**src/rtl/neuron_mac_lanes.sv**
```systemverilog
// Multi-lane fixed-point neuron: LANES samples per beat are multiplied against
// locally stored weights, accumulated with signed saturation, biased, passed
// through ReLU or linear activation, and held on a valid/ready output.
// The weight memory and the bias register sit outside reset, so a reset that
// aborts a run keeps the loaded model parameters.

module neuron_mac_lane #(
   parameter int DATA_WIDTH = 16
) (
   input  logic                           clk,
   input  logic                           rst,
   input  logic                           en,
   input  logic signed [DATA_WIDTH-1:0]   sample,
   input  logic signed [DATA_WIDTH-1:0]   weight,
   output logic signed [2*DATA_WIDTH-1:0] prod
);
   localparam int PW = 2 * DATA_WIDTH;

   // Register the full-precision product of one accepted lane sample
   always_ff @(posedge clk or negedge rst) begin
      if (!rst)    prod <= '0;
      else if (en) prod <= PW'(sample) * PW'(weight);
   end
endmodule

module neuron_mac_lanes #(
   parameter int    LAYER_NO         = 1,
   parameter int    NEURON_NO        = 0,
   parameter int    NUM_WEIGHT       = 30,
   parameter int    LANES            = 2,
   parameter int    DATA_WIDTH       = 16,
   parameter int    WEIGHT_INT_WIDTH = 1,
   parameter string ACT_TYPE         = "relu"
) (
   input  logic                        clk,
   input  logic                        rst,
   input  logic [LANES*DATA_WIDTH-1:0] in_data,
   input  logic                        in_valid,
   output logic                        in_ready,
   input  logic                        weight_valid,
   input  logic                        bias_valid,
   input  logic [31:0]                 weight_value,
   input  logic [31:0]                 bias_value,
   input  logic [31:0]                 config_layer_num,
   input  logic [31:0]                 config_neuron_num,
   output logic [DATA_WIDTH-1:0]       out_data,
   output logic                        out_valid,
   input  logic                        out_ready,
   output logic                        busy
);
   localparam int DW        = DATA_WIDTH;
   localparam int PW        = 2 * DW;
   localparam int SW        = PW + $clog2(LANES);
   localparam int XW        = SW + 1;
   localparam int SHIFT     = DW - WEIGHT_INT_WIDTH;
   localparam int NUM_BEATS = (NUM_WEIGHT + LANES - 1) / LANES;
   localparam int BW        = $clog2(NUM_BEATS + 1);
   localparam int PTRW      = (NUM_WEIGHT > 1) ? $clog2(NUM_WEIGHT) : 1;
   localparam int STAGES    = 1;
   localparam bit IS_RELU   = (ACT_TYPE == "relu");

   localparam logic [31:0]            LAYER_SEL  = LAYER_NO;
   localparam logic [31:0]            NEURON_SEL = NEURON_NO;
   localparam logic signed [PW-1:0]   ACC_MAX    = {1'b0, {(PW-1){1'b1}}};
   localparam logic signed [PW-1:0]   ACC_MIN    = {1'b1, {(PW-1){1'b0}}};
   localparam logic signed [XW-1:0]   ACC_MAX_X  = XW'(ACC_MAX);
   localparam logic signed [XW-1:0]   ACC_MIN_X  = XW'(ACC_MIN);
   localparam logic signed [DW-1:0]   D_MAX      = {1'b0, {(DW-1){1'b1}}};
   localparam logic signed [DW-1:0]   D_MIN      = {1'b1, {(DW-1){1'b0}}};
   localparam logic signed [PW-1:0]   D_MAX_X    = PW'(D_MAX);
   localparam logic signed [PW-1:0]   D_MIN_X    = PW'(D_MIN);

   typedef enum logic [2:0] {S_IDLE, S_ACCUM, S_DRAIN, S_BIAS, S_OUT} state_t;

   state_t                        state, state_nxt;
   logic [BW-1:0]                 beat_cnt;
   logic                          drain_cnt;
   logic                          accept, last_beat, out_fire;
   logic [STAGES:1]               vld_q;
   logic [STAGES:0]               vld_pipe;
   logic [PTRW-1:0]               wptr;
   logic                          sel, wr_w, wr_b;
   logic [DW-1:0]                 wmem [NUM_WEIGHT];
   logic signed [DW-1:0]          bias;
   logic [LANES-1:0][DW-1:0]      lane_x, lane_w;
   logic [LANES-1:0][PW-1:0]      lane_p;
   logic signed [SW-1:0]          lane_sum, bias_sh, addend;
   logic signed [XW-1:0]          acc_sum;
   logic signed [PW-1:0]          acc, acc_sat, act_sh;
   logic [DW-1:0]                 act_r;
   logic                          unused_bits;

   assign unused_bits = ^{weight_value[31:DW], bias_value[31:DW]};
   assign lane_x      = in_data;
   assign vld_pipe    = {vld_q, accept};
   assign out_fire    = (state == S_OUT) && out_ready;

   assign sel  = (config_layer_num == LAYER_SEL) && (config_neuron_num == NEURON_SEL);
   assign wr_w = weight_valid && sel && (state == S_IDLE);
   assign wr_b = bias_valid && sel && (state == S_IDLE);

   // State register
   always_ff @(posedge clk or negedge rst) begin
      if (!rst) state <= S_IDLE;
      else      state <= state_nxt;
   end

   // Next state, input handshake and busy
   always_comb begin
      state_nxt = state;
      in_ready  = 1'b0;
      busy      = (state != S_IDLE);
      last_beat = (beat_cnt == BW'(NUM_BEATS - 1));
      case (state)
         S_IDLE:  in_ready = 1'b1;
         S_ACCUM: in_ready = (beat_cnt < BW'(NUM_BEATS));
         default: in_ready = 1'b0;
      endcase
      accept = in_valid && in_ready;
      case (state)
         S_IDLE, S_ACCUM: if (accept) state_nxt = last_beat ? S_DRAIN : S_ACCUM;
         S_DRAIN:         if (drain_cnt) state_nxt = S_BIAS;
         S_BIAS:          state_nxt = S_OUT;
         S_OUT:           if (out_ready) state_nxt = S_IDLE;
         default:         state_nxt = S_IDLE;
      endcase
   end

   // Pick each lane's weight for the current beat; lanes past the last weight see 0
   always_comb begin
      lane_w = '0;
      for (int l = 0; l < LANES; l++)
         for (int b = 0; b < NUM_BEATS; b++)
            if ((b * LANES + l < NUM_WEIGHT) && (beat_cnt == BW'(b)))
               lane_w[l] = wmem[PTRW'((b * LANES + l) % NUM_WEIGHT)];
   end

   for (genvar l = 0; l < LANES; l++) begin : g_lane
      neuron_mac_lane #(.DATA_WIDTH(DW)) u_lane (
         .clk    (clk),
         .rst    (rst),
         .en     (vld_pipe[0]),
         .sample (lane_x[l]),
         .weight (lane_w[l]),
         .prod   (lane_p[l])
      );
   end

   // Sum the registered lane products, then one saturating adder serves both
   // beat accumulation and the bias step (they never coincide)
   always_comb begin
      lane_sum = '0;
      for (int l = 0; l < LANES; l++) lane_sum = lane_sum + SW'($signed(lane_p[l]));
      bias_sh = SW'(bias) <<< SHIFT;
      addend  = (state == S_BIAS) ? bias_sh : lane_sum;
      acc_sum = XW'(acc) + XW'(addend);
      if (acc_sum > ACC_MAX_X)      acc_sat = ACC_MAX;
      else if (acc_sum < ACC_MIN_X) acc_sat = ACC_MIN;
      else                          acc_sat = acc_sum[PW-1:0];
   end

   // Rescale the biased accumulator to the output format and apply activation
   always_comb begin
      act_sh = acc_sat >>> SHIFT;
      if (act_sh > D_MAX_X)      act_r = D_MAX;
      else if (act_sh < D_MIN_X) act_r = D_MIN;
      else                       act_r = act_sh[DW-1:0];
      if (IS_RELU && act_r[DW-1]) act_r = '0;
   end

   // Beat counter, drain timer, valid pipeline and weight pointer
   always_ff @(posedge clk or negedge rst) begin
      if (!rst) begin
         beat_cnt  <= '0;
         drain_cnt <= 1'b0;
         vld_q     <= '0;
         wptr      <= '0;
      end else begin
         vld_q     <= vld_pipe[STAGES-1:0];
         drain_cnt <= (state == S_DRAIN) ? ~drain_cnt : 1'b0;
         if (wr_w) wptr <= (wptr == PTRW'(NUM_WEIGHT - 1)) ? '0 : wptr + PTRW'(1);
         if (out_fire)    beat_cnt <= '0;
         else if (accept) beat_cnt <= beat_cnt + BW'(1);
      end
   end

   // Accumulator: add in-flight lane sums and the bias, clear after the result is taken
   always_ff @(posedge clk or negedge rst) begin
      if (!rst)                                      acc <= '0;
      else if (out_fire)                             acc <= '0;
      else if (vld_pipe[STAGES] || state == S_BIAS)  acc <= acc_sat;
   end

   // Output register: captured on entry to OUT, held until the handshake
   always_ff @(posedge clk or negedge rst) begin
      if (!rst) begin
         out_valid <= 1'b0;
         out_data  <= '0;
      end else if (state == S_BIAS) begin
         out_valid <= 1'b1;
         out_data  <= act_r;
      end else if (out_fire) begin
         out_valid <= 1'b0;
      end
   end

   // Weight memory and bias register, writable only while idle
   always_ff @(posedge clk) begin
      if (wr_w) wmem[wptr] <= weight_value[DW-1:0];
      if (wr_b) bias <= bias_value[DW-1:0];
   end
endmodule
```
**config.mk**
```make
export PLATFORM = sky130hd
export DESIGN_NAME = neuron_mac_lanes
export DESIGN_NICKNAME = d
export VERILOG_FILES = /design/src/rtl/neuron_mac_lanes.sv
export SDC_FILE = /design/constraint.sdc
export NUM_CORES = 2
export LEC_CHECK = 0
export BUFFER_PORTS_ARGS = -buffer_cell sky130_fd_sc_hd__buf_2
export CAP_MARGIN = 15
export CORE_ASPECT_RATIO = 2
export CORE_UTILIZATION = 58
export CTS_BUF_LIST = sky130_fd_sc_hd__clkbuf_16
export DETAILED_ROUTE_END_ITERATION = 16
export PLACE_DENSITY = 0.79
export SLEW_MARGIN = 20
export SYNTH_ARGS = -nofsm -noshare
export SYNTH_HDL_FRONTEND = slang
export SYNTH_SLANG_ARGS = --single-unit
```
**constraint.sdc**
```tcl
create_clock -name clk -period 8.55 [get_ports clk]
set_input_delay 0.4275 -clock clk [delete_from_list [all_inputs] [get_ports clk]]
set_output_delay 0.4275 -clock clk [all_outputs]
set_load 0.03 [all_outputs]
```
## Word-level counts from Yosys, hierarchy flattened

Memories as Yosys holds them, arrays and structs flattened.
Index checks and enable logic that the tools add are counted.

- Bits in registers: 143
- Bits in writable memories: 480
- Word-level logic and storage cells: 116
- Memories kept: 1

Memory list:

| name | words | width | read ports | clocked after Yosys merged registers in | write ports | RTL line | text |
|---|---|---|---|---|---|---|---|
| wmem | 30 | 16 | 30 | 0 | 1 | 83 | `logic [DW-1:0] wmem [NUM_WEIGHT];` |

- Add/subtract/negate cells: 4
- Multiply operators: 2
- Magnitude comparators: 5
- Equality and inequality tests: 23
- Muxes and demuxes: 52
- Bitwise logic cells: 1
- Reductions and logical operators: 17

Operators with widths:

| cell | number |
|---|---|
| $mux W16 | 32 |
| $mux W32 | 4 |
| $mul A16 B16 Y32 | 2 |
| $add A32 B33 Y34 | 1 |
| $gt A34 B32 Y1 const B | 1 |
| $lt A34 B32 Y1 const B | 1 |
| $add A32 B32 Y33 | 1 |
| $mux W33 | 1 |
| $eq A32 B1 Y1 const B | 1 |
| $logic_not A32 Y1 | 1 |
| $eq A4 B4 Y1 const B | 7 |
| $gt A17 B16 Y1 const B | 1 |
| $lt A17 B16 Y1 const B | 1 |
| $eq A4 B3 Y1 const B | 4 |
| $mux W15 | 1 |
| $pmux W3 S4 | 1 |
| $mux W3 | 3 |
| $eq A4 B2 Y1 const B | 2 |
| $mux W4 | 2 |
| $logic_and A1 B1 Y1 | 7 |
| $eq A3 B2 Y1 const B | 2 |
| $ne A2 B2 Y1 const B | 3 |
| $reduce_bool A2 Y1 | 3 |
| $add A5 B1 Y5 const B | 1 |
| 17 further kinds | 21 |

## Longest topological paths before layout

- Word-level depth: 17
- Gate-level depth with buffers: 38
- Mapped depth without buffers: 34

## Cells and area by module

Synthesis repeated with hierarchy kept, for this count alone.

- Cells, all modules: 4228
- Area total of the unflattened synthesis: 47175.2 um^2

By module, submodules not included:

| module | times used | cells an instance | area an instance (um^2) | seq. area each (um^2) |
|---|---|---|---|---|
| neuron_mac_lanes | 1 | 1834 | 24958.9 | 16445.8 |
| neuron_mac_lane (g_lane[0].u_lane) | 1 | 1220 | 11207.0 | 800.8 |
| neuron_mac_lane (g_lane[1].u_lane) | 1 | 1174 | 11009.3 | 800.8 |

## Worst setup path before layout

Ideal clock, no wire load.

- Path kind: register to register
- From: register beat_cnt[1]
- To: register g_lane[0].u_lane.prod[31]
- Library setup time: 131 ps
- Arrival: 7978 ps
- Required time: 8419 ps
- Slack: 440 ps
- Cell stages (with the launch flop): 37
- Period minus slack after synthesis: 8110 ps
- Cells stage by stage: dfrtp_1 -> inv_1 -> ha_1 -> buf_4 -> nor4b_4 -> buf_2 -> buf_2 -> a221o_1 -> o211ai_1 -> a311oi_1 -> a21oi_1 -> o21ai_1 -> o2111ai_1 -> nand3_1 -> buf_4 -> nand2_1 -> fa_1 -> inv_1 -> fa_1 -> inv_1 -> fa_1 -> inv_1 -> fa_1 -> fa_1 -> inv_1 -> fa_1 -> inv_1 -> ha_1 -> a2111o_1 -> a211oi_1 -> or4_1 -> a21boi_1 -> o41ai_2 -> o2111ai_1 -> a21oi_1 -> xnor2_1 -> o21ai_1

- Word-level cells in the longest chain between the ends: 17

RTL lines:

| what | RTL line | text |
|---|---|---|
| from (decl) | 76 | `logic [BW-1:0] beat_cnt;` |
| from (signal assigned) | 183 | `else if (accept) beat_cnt <= beat_cnt + BW'(1);` |
| $logic_not A4 Y1 | 134 | `if ((b * LANES + l < NUM_WEIGHT) && (beat_cnt == BW'(b)))` |
| $mux W16 (15 in a row) | 134 |  |
| $mul A16 B16 Y32 | 22 | `else if (en) prod <= PW'(sample) * PW'(weight);` |
| to (signal assigned) | 22 |  |
| to (decl) | 15 | `output logic signed [2*DATA_WIDTH-1:0] prod` |

Several ways; a longest one is shown, not always the timed one.
A chain may end at the register's enable or synchronous reset.

## Worst setup path after layout

- From: register beat_cnt[1]
- To: register g_lane[0].u_lane.prod[24]

Same word-level chain as after synthesis.

==> impl.org <==
** Yosys
- Mapped Nets :: 5215
- Compound-cell area share of the yosys netlist :: 11.87%
- Top-count cell post-synth :: sky130_fd_sc_hd__inv_1
- After synthesis the cells add up to 46980 um^2.
- The synthesized netlist contains 90 unique library cells.
- Mean Syn Cell Area :: 10.96 um^2
- Yosys warning total :: 0
- Register area share after synthesis :: 38.42%
- Most area-hungry cell type in the Yosys netlist :: sky130_fd_sc_hd__edfxtp_1
- Mux share of post-synthesis cell area :: 0.06392%
- Counting flops and latches in the post-synthesis netlist gives 622.
- Proportion of synthesized flip-flops having asynchronous set or reset :: 20.26%
- Summing the areas of all and, or, nand and nor instances in the mapped netlist gives 11.89% of the synthesized area.
- Post-synth top area share :: 31.71%
- Top cells by area in the synthesized netlist :: sky130_fd_sc_hd__edfxtp_1 (32%), sky130_fd_sc_hd__fa_1 (22%), sky130_fd_sc_hd__dfrtp_1 (6.7%)
- After synthesis, the largest family of logic cells by area is adder cells.
- Synth Instances :: 4286
- Fraction of the mapped netlist area in adder cells :: 28.73%
- In the synthesized netlist the dominant register cell turns out to be sky130_fd_sc_hd__edfxtp_1.
- After Yosys synthesis, XOR and XNOR cells account for 2.275% of the synthesized area.
- Most numerous cell types in the synthesized netlist :: sky130_fd_sc_hd__inv_1 (614), sky130_fd_sc_hd__fa_1 (526), sky130_fd_sc_hd__edfxtp_1 (496)
- Number of enable flip-flop cells after synthesis :: 496

** Placed design
- Inst Count DP :: 5441
- Count of buffers from port buffering :: 151
- Placed wire-length estimate after detailed placement :: 90990 um
- At the end of routability-driven placement, the weighted congestion stood at 0.9315.

** GRT
- Wire length of the first global-routing pass :: 182000 um
- Largest net degree at the start of global routing :: 81
- Global routing used 28.80% of the available tracks.
- The via count of the first global-routing pass was 35.22k.
- The number of antenna violations at the first check in global routing came to 10.
- After global routing the overflow that remains totals 0.

** Critical path
- At the worst endpoint, the arrival time is 8.85 ns.
- Crit Path Category :: register to register
- For the worst flop-to-flop path, the logic depth is 32.
- At the worst endpoint, the required time is 9.03 ns.
- The most critical setup path has its startpoint at beat_cnt[1].
- The most critical setup path has its endpoint at g_lane[0].u_lane.prod[24].
- The slowest stage of the critical path is the sky130_fd_sc_hd__fa_1 cell.
- Cell with the most instances on the worst path :: sky130_fd_sc_hd__fa_1
- Reg-to-reg startpoint :: beat_cnt[1]
- Critical Path Start Type :: register
- The worst setup path is captured at a register.
- Critical path's largest stage delay :: 0.56 ns
- Crit-path max FO :: 18
- Worst reg2reg endpoint :: g_lane[0].u_lane.prod[24]
- Register-to-Register Setup Slack :: 0.17 ns

** Final layout
- Synth-to-Final Area Change :: 10.43%
- Of the cells placed in the final design, the portion with a size suffix greater than 1 is 11.11%.
- Counting the fill cells in the layout gives 6122.
- Filler-free cell count of the finished design :: 5573
- Number of nets in the layout :: 5409

** Clock network
- Counting every sink on the clock net gives 622.
- TritonCTS clock tree :: yes
- H-tree depth reported by CTS :: 2
- The tree is rooted in a sky130_fd_sc_hd__clkbuf_16.
- Clock-pin slew on the worst setup and hold paths :: 0.07 ns
- Buffers inserted during clock tree synthesis total 54.
- Number of buffers on the longest clock path :: 3
- The clock reaches the later pin of the worst-skew pair after 0.66 ns.

** Die
- 185 I/O pins were placed.
- Full die area :: 82200 um^2
- Placeable core region :: 80190 um^2
- Horizontal die dimension :: 203.2 um
- For this configuration, the core starts out at a cell density of 58.58%.
- From bottom edge to top edge, the die measures 404.5 um.
- Num rows :: 147

** Detailed routing
- In the routed layout, each cell is associated on average with a via count of 5.849.
- Drt first-iter violations :: 1811
- Wire length per cell :: 20.93 um
- For this block, the routed nets add up to 116600 um of wire.
- Routed vias :: 32.60k
- For this run, design rule violations remaining after detail routing come to 0.
- First-pass detailed-route iteration total :: 5
- The count of nets left with antenna violations once routing finished came out at 0.

** Timing
- After layout, the minimum clock period comes to 8.379 ns.
- Setup violators final :: 0
- The number of max-slew violations in the final report is 0.
- Layout Skew :: 0.05167 ns
- Final-report hold violation count :: 0
- Static timing analysis puts the maximum clock frequency at 119.3 MHz.
- For the pin with the worst max-slew slack, the measured transition is 0.8805 ns.
- Dividing the final minimum period by the clock period gives 98.00%.
- In this run the tightest slew margin relative to its limit is 41.30%.

** Run
- Max cap viols :: 0

** Outcome
- Result of the run :: finished clean

** Min path
- Path type of the worst min-delay path :: input port to register
## metrics by stage
stage                     hold WS (ns)  setup TNS, ns  util, %  worst slack, ns  cell area [um^2]
after CTS                      0.01615              0    64.11         0.005489             51410
after global routing           0.03085        -0.4686    64.68          -0.1642             51870
after detailed placement        0.4439        -0.2974    61.59          -0.1645             49390
after floorplan                 0.1319              0        -           0.4404             46980
final                          0.04580              0    64.69           0.1708             51870
after global placement          0.4407              0    61.59         0.006132             49390
## placed cells by master (no fill, tap or decap), drive strengths merged, types with 8 or more instances in the layout
cell / Yosys / routed
inv: 617 / 635
fa: 526 / 526
edfxtp: 496 / 496
nand2: 448 / 448
buf: 60 / 311
and2: 271 / 271
ha: 237 / 237
nor2: 198 / 198
a21oi: 172 / 172
o21ai: 164 / 164
dfrtp: 126 / 126
o211ai: 71 / 71
xnor2: 70 / 70
nand3: 57 / 57
a22oi: 55 / 55
clkbuf: 132 / 55
xor2: 52 / 52
a21o: 49 / 49
a221o: 34 / 36
a221oi: 34 / 34
o22ai: 30 / 30
nor2b: 30 / 30
and3: 28 / 28
nor3: 28 / 28
a311oi: 27 / 27
o2111ai: 27 / 27
nand2b: 23 / 23
o21a: 21 / 21
a211oi: 21 / 21
nor4: 19 / 19
a31oi: 19 / 19
clkinv: 0 / 18
dlygate4sd3: 0 / 17
nand4: 16 / 16
o21bai: 15 / 15
o31ai: 13 / 13
or2: 9 / 9
or3: 8 / 8
a2111oi: 8 / 8
## registers in the layout, indices dropped and copies added (netlist names), 3 cells and up
register            flops
wmem                  480
state                   3
bias                   16
acc                    32
out_data               15
beat_cnt                4
g_lane.u_lane.prod     64
wptr                    5
## per-layer routing
| metal | track usage, % | vias up | wire length, um |
|---|---|---|---|
| met1 | 27.04 | 16321 | 37220 |
| met4 | 19.96 | 10 | 9246 |
| met3 | 3.571 | 426 | 4993 |
| met5 | 0 | - | 64 |
| met2 | 56.34 | 956 | 65120 |
| li1 | - | 14884 | - |
## cells by family (layout without fill, tap and decap cells)
kind of cell             after synthesis  count (layout)
multiplexers                           3               3
flip-flops                           622             622
AND/OR/NAND/NOR                     1155            1155
AO/OA/AOI/OAI                        811             813
adder cells (fa/ha/maj)              763             763
buffers and inverters                809            1047
other                                  1               5
XOR/XNOR                             122             122
## critical path, delay by kind of cell (launching register included)
kind | cells | cell delay, ns
fa+ha+maj | 8 | 3.58
compound gates | 13 | 2.70
buf+inv | 7 | 0.71
simple gates | 3 | 0.71
flops | 1 | 0.38
xor+xnor | 1 | 0.16
## timing repair
item | in CTS | in global routing
pin swaps | 1 | 18
hold buffers | 17 | 0
buffers inserted | 0 | 7
gates cloned | 0 | 3
hold endpoints to repair | 95 | 0
endpoints found under the setup margin | 8 | 27
gates resized for setup | 4 | 72
## cell type report
cell class	instances	area, um^2	share of cell area, %
diodes	4	10.01	0.01930
well taps	1043	1305	2.516
repair buffers	328	2220	4.279
inverters	617	2316	4.465
clock buffers	55	1376	2.653
flip-flops and latches	622	18050	34.80
clock inverters	47	455.4	0.8780
multi-input cells	2857	26140	50.39
## how the worst min path moves through the flow
stage,start,end,slack [ns],cells after the start
finish,out_ready,state[2],0.05,2
detailed placement,drain_cnt,drain_cnt,0.44,1
floorplan,rst,acc[0],0.13,0
global placement,drain_cnt,drain_cnt,0.44,1
CTS,out_ready,state[2],0.02,2
global route,out_ready,state[2],0.03,2
Power is not shown: default switching activity piles up to over one toggle a cycle in this logic, so the estimate is an artifact.
